$ cat config.mk
export PLATFORM = sky130hd
export DESIGN_NAME = regfile_mp
export DESIGN_NICKNAME = d
export VERILOG_FILES = /design/src/rtl/regfile_mp.sv
export SDC_FILE = /design/constraint.sdc
export NUM_CORES = 2
export LEC_CHECK = 0
export BUFFER_PORTS_ARGS = -buffer_cell sky130_fd_sc_hd__buf_2
export CORE_MARGIN = 5
export CORE_UTILIZATION = 49
export DETAILED_ROUTE_END_ITERATION = 7
export GPL_TIMING_DRIVEN = 0
export PLACE_DENSITY_LB_ADDON = 0.3
export SYNTH_ARGS = -nofsm -noshare
export SYNTH_HDL_FRONTEND = slang
export SYNTH_SLANG_ARGS = --single-unit
export TNS_END_PERCENT = 30
$ cat constraint.sdc
create_clock -name CLK -period 5.83 [get_ports CLK]
set_input_delay 1.749 -clock CLK [delete_from_list [all_inputs] [get_ports CLK]]
set_output_delay 1.749 -clock CLK [all_outputs]
set_load 0.005 [all_outputs]
$ cat src/rtl/regfile_mp.sv
// Multi-ported register file: two write ports, two combinational read ports, optional
// write-to-read bypass and a post-reset clear sweep gated by a Ready handshake.
module regfile_mp #(
    parameter int unsigned XLEN      = 32,
    parameter int unsigned NREG      = 32,
    parameter int unsigned AW        = $clog2(NREG),
    parameter bit          ZERO_REG  = 1'b1,
    parameter bit          BYPASS    = 1'b1,
    parameter bit          INIT_MODE = 1'b0
) (
    input  logic            CLK,
    input  logic            RST,
    input  logic            RegW0,
    input  logic [AW-1:0]   DR0,
    input  logic [XLEN-1:0] Reg_In0,
    input  logic            RegW1,
    input  logic [AW-1:0]   DR1,
    input  logic [XLEN-1:0] Reg_In1,
    input  logic [AW-1:0]   SR1,
    input  logic [AW-1:0]   SR2,
    output logic [XLEN-1:0] ReadReg1,
    output logic [XLEN-1:0] ReadReg2,
    output logic            Ready
);

    typedef enum logic [0:0] {StClear, StRun} state_e;

    state_e          state_q;
    logic [AW:0]     clr_idx_q;
    logic [AW:0]     clr_idx_d;
    logic            ready_q;
    logic [XLEN-1:0] mem_q [NREG];

    logic            run;
    logic            sweep_last;
    logic [AW-1:0]   clr_addr;
    logic [XLEN-1:0] init_val;
    logic            we0;
    logic            we1;

    assign run        = (state_q == StRun);
    assign clr_addr   = clr_idx_q[AW-1:0];
    assign clr_idx_d  = clr_idx_q + {{AW{1'b0}}, 1'b1};
    assign sweep_last = (clr_idx_q == (AW+1)'(NREG - 1));

    // Entry 0 writes are dropped entirely when it is hardwired, including for bypass.
    assign we0 = run && RegW0 && !(ZERO_REG && (DR0 == '0));
    assign we1 = run && RegW1 && !(ZERO_REG && (DR1 == '0));

    always_comb begin
        init_val = '0;
        if (INIT_MODE) begin
            init_val = XLEN'(clr_addr);
        end
    end

    always_ff @(posedge CLK) begin
        if (RST) begin
            state_q   <= StClear;
            clr_idx_q <= '0;
            ready_q   <= 1'b0;
        end else begin
            unique case (state_q)
                StClear: begin
                    clr_idx_q <= clr_idx_d;
                    if (sweep_last) begin
                        state_q <= StRun;
                        ready_q <= 1'b1;
                    end
                end
                StRun: begin
                    state_q <= StRun;
                end
                default: begin
                    state_q <= StClear;
                end
            endcase
        end
    end

    // Port 1 is assigned last so it wins a same-address collision.
    always_ff @(posedge CLK) begin
        if (!RST) begin
            if (state_q == StClear) begin
                mem_q[clr_addr] <= init_val;
            end else begin
                if (we0) begin
                    mem_q[DR0] <= Reg_In0;
                end
                if (we1) begin
                    mem_q[DR1] <= Reg_In1;
                end
            end
        end
    end

    function automatic logic [XLEN-1:0] rd_sel(
        input logic [AW-1:0]   addr,
        input logic [XLEN-1:0] stored,
        input logic            run_i,
        input logic            w0_i,
        input logic [AW-1:0]   a0_i,
        input logic [XLEN-1:0] d0_i,
        input logic            w1_i,
        input logic [AW-1:0]   a1_i,
        input logic [XLEN-1:0] d1_i
    );
        logic [XLEN-1:0] val;
        val = stored;
        if (BYPASS) begin
            if (w1_i && (a1_i == addr)) begin
                val = d1_i;
            end else if (w0_i && (a0_i == addr)) begin
                val = d0_i;
            end
        end
        if (!run_i || (ZERO_REG && (addr == '0))) begin
            val = '0;
        end
        return val;
    endfunction

    always_comb begin
        ReadReg1 = rd_sel(SR1, mem_q[SR1], run, we0, DR0, Reg_In0, we1, DR1, Reg_In1);
    end

    always_comb begin
        ReadReg2 = rd_sel(SR2, mem_q[SR2], run, we0, DR0, Reg_In0, we1, DR1, Reg_In1);
    end

    assign Ready = ready_q;

endmodule

==> impl_metrics.csv <==
group,metric,value,unit
run_status,status,"complete, but fails checks",
run_status,violations,"negative setup slack",
place,pre_cts_slack,-1.52,ns
place,place_congestion,1.04,
floorplanning,initial_core_util,49.2,%
critical_path,critical_path.max_fanout,10,
layout,nets,5943,
synthesis,synth_top_area_share,51.3,%
drt,wl_met3,41200,µm
power_and_ir_drop,p_per_area,243,nW/µm²
synthesis,synth.area.top_cells,"edfxtp_1 (51%), mux2i_1 (10%), o21ai_0 (8.2%)",
drt,m1WireLength,95700,µm
synthesis,synth_cell_type_count,58,
clock_tree,cts.path.max_buffers,3,
synthesis,ys_seq_elements,1032,
drt,viasPerCell,7.00,
synthesis,synth_top_flop_cell,"edfxtp_1",
layout,design_area,70300,µm²
synthesis,ys_warn_count,0,
critical_path,startpoint_type,"input pin",
layout,layout-drive-gt1-share,18.7,%
critical_path,cp_slowest_stage_delay,0.75,ns
critical_path,arrival,4.19,ns
layout,fin_cells,7580,
floorplanning,fp.dieH,360,µm
sta,min_period,5.94,ns
synthesis,synth_common_cells,"nand2_1 (1167), edfxtp_1 (1024), o21ai_0 (977), mux2i_1 (624), clkbuf_1 (445)",
global_route,grt_usage,39.6,%
job,drv_cap,0,
critical_path,worstPathCellList,"buf_8, buf_12, buf_12, nand4b_1, buf_6, buf_8, buf_4, o22ai_1, nor4_4, nand4_1, o211ai_1, nand2_1, buf_2",
clock_tree,cts_tree,"built",
clock_tree,cts.sinks,1032,
sta,period_share,102,%
worst_hold_path,hp-start,"clr_idx_q[5]",
clock_tree,cts.reportedPaths.clkPinSlew,0.07,ns
critical_path,crit_buf_inv,7,
floorplanning,row_count,128,
worst_hold_path,hp-class,"reg -> reg",
clock_tree,cts_max_level,3,
critical_path,crit_slowest_cell,"nor4_4",
critical_path,r2r-start,"run",
sta,setup_viol,23,
drt,drc,0,
floorplanning,core_area,122000,µm²
global_route,grt_overflow_total,0,
drt,drt-initial-drc-count,8440,
clock_tree,numCtsBuffers,112,
clock_tree,clockRootBuffer,"clkbuf_16",
floorplanning,pin_count,153,
sta,final_max_slew_viol_count,0,
synthesis,syn_avg_cell_area,10.8,µm²
floorplanning,die_w,360,µm
layout,fillers,10200,
drt,wirelength,268000,µm
critical_path,cp_top_family,"simple AND/OR/NAND/NOR gates",
worst_hold_path,hold_depth,2,
critical_path,required,4.08,ns
synthesis,synth.most_common_cell,"nand2_1",
clock_tree,clk_latency,0.75,ns
sta,tightest_slew,1.44,ns
critical_path,worstSetupEndpointType,"primary output",
critical_path,cp_num_cells,13,
floorplanning,die-area,129000,µm²
drt,routed-wl-met2,114000,µm
drt,vias,53000,
layout,syn_to_final_growth,17.4,%
critical_path,critPathLaunch,"SR2[1]",
sta,hold_viol_final,0,
synthesis,synthCells,5561,
global_route,grt_pass1_vias,50700,
drt,topRoutingLayerUsed,"met4",
sta,rsz0062_at_grt,"yes",
synthesis,ys_seq_area_share,51.6,%
sta,maxSlewHeadroom,4.02,%
synthesis,yosysTopAreaCell,"edfxtp_1",
drt,ant_nets,0,
clock_tree,cts_hold_buf,0,
global_route,grt_max_degree,23,
critical_path,reg2reg_depth,7,
sta,skew,0.0217,ns
synthesis,async_reset_ff_share,0,%
sta,worst_slack,-0.109,ns
global_route,grt_pass1_wl,367000,µm
place,numPortBuffers,106,
place,place_area,64000,µm²
synthesis,synth_area,59900,µm²
synthesis,synth_edf_count,1024,
power_and_ir_drop,irDropWorstVdd,0.233,mV
drt,first_pass_iters,7,
critical_path,path_class,"in -> out",
place,dp_cells,7333,
place,post-dp-hpwl,206000,µm
drt,wl_per_cell,35.3,µm
sta,fmax,168,MHz
power_and_ir_drop,power.leakage,25.9,nW
synthesis,syn-num-nets,5650,
global_route,antenna_found_initial,9,
## path summary, 6_finish.rpt
check,end,slack [ns]
min reg2reg,clr_idx_q[5],0.55
max reg2reg,mem_q[14][21],1.37
min,clr_idx_q[5],0.55
max,ReadReg2[5],-0.11
## power breakdown
group	total, mW	leakage [nW]	switching (mW)	internal, mW
logic	1.50	12.9	0.981	0.523
registers	8.10	11.1	0.0233	8.08
clock network	7.47	1.83	3.32	4.15
total	17.1	25.9	4.32	12.8
## state kept, by name, summed over array words and instances, names as in the netlist
register	count
clr_idx_q	6
run	1
mem_q	1024
Ready	1
## worst min-delay path: stages (launching register included)
cell and delay, ns:
dfxtp_1 0.37, xnor2_1 0.08, nor2_1 0.07
## layout by cell type, fill, tap and decap left out, drive strengths merged, types with 10 or more instances in the layout
cell type | netlist | layout
nand2 | 1167 | 1167
o21ai | 1035 | 1035
edfxtp | 1024 | 1024
mux2i | 624 | 624
clkbuf | 478 | 602
buf | 197 | 380
o22ai | 279 | 279
mux4 | 202 | 202
nor2 | 81 | 81
a221oi | 62 | 62
clkinv | 0 | 52
inv | 38 | 45
or4 | 35 | 36
nand4 | 35 | 35
nor4 | 35 | 35
o211ai | 34 | 34
o2111ai | 32 | 32
a22oi | 31 | 31
a22o | 31 | 31
a31oi | 31 | 31
xnor2 | 16 | 16
bufinv | 0 | 12
diode | 0 | 10
nand3 | 10 | 10
## logic make-up after synthesis
logic type	after synthesis	share of synthesized area, %
compound gates	1549	15.1
buf+inv	713	5.12
fa+ha+maj	1	0.0209
mux	827	18.0
flops	1032	51.6
simple gates	1414	9.79
xor+xnor	25	0.365
## per-layer routing
layer	track usage (%)	vias to the layer above
met5	0	-
met4	20.8	0
met3	14.0	983
met2	59.0	4545
met1	51.1	26000
li1	-	21500
## layout make-up
cell class	count	area [µm²]	area share [%]
Clock inverter	76	798	1.13
Tap cell	1625	2030	2.89
Sequential cell	1032	30900	43.9
Multi-Input combinational cell	3817	27400	39.0
Antenna cell	10	25.0	0.0356
Inverter	38	143	0.203
Buffer	672	4120	5.86
Clock buffer	129	2930	4.16
Timing Repair Buffer	181	1930	2.75
## timing repair
item	4_1_cts	5_1_grt
setup endpoints to repair	64	62
pin swaps	20	46
setup buffers	9	21
gates resized for setup	476	194
gates cloned	0	5
## stage by stage
stage | setup TNS [ns] | utilization (%) | power (mW) | hold slack, ns
3_3_place_gp | -1827.41 | 51.3 | 9.50 | 0.507
4_1_cts | -0.811 | 56.9 | 16.8 | 0.539
2_1_floorplan | 0 | - | 9.00 | 0.460
5_1_grt | -0.527 | 57.8 | 17.3 | 0.586
3_5_place_dp | -61.76 | 52.6 | 9.54 | 0.520
6_report | -0.813 | 57.8 | 17.1 | 0.550
Power figures use the tool's default switching activity.
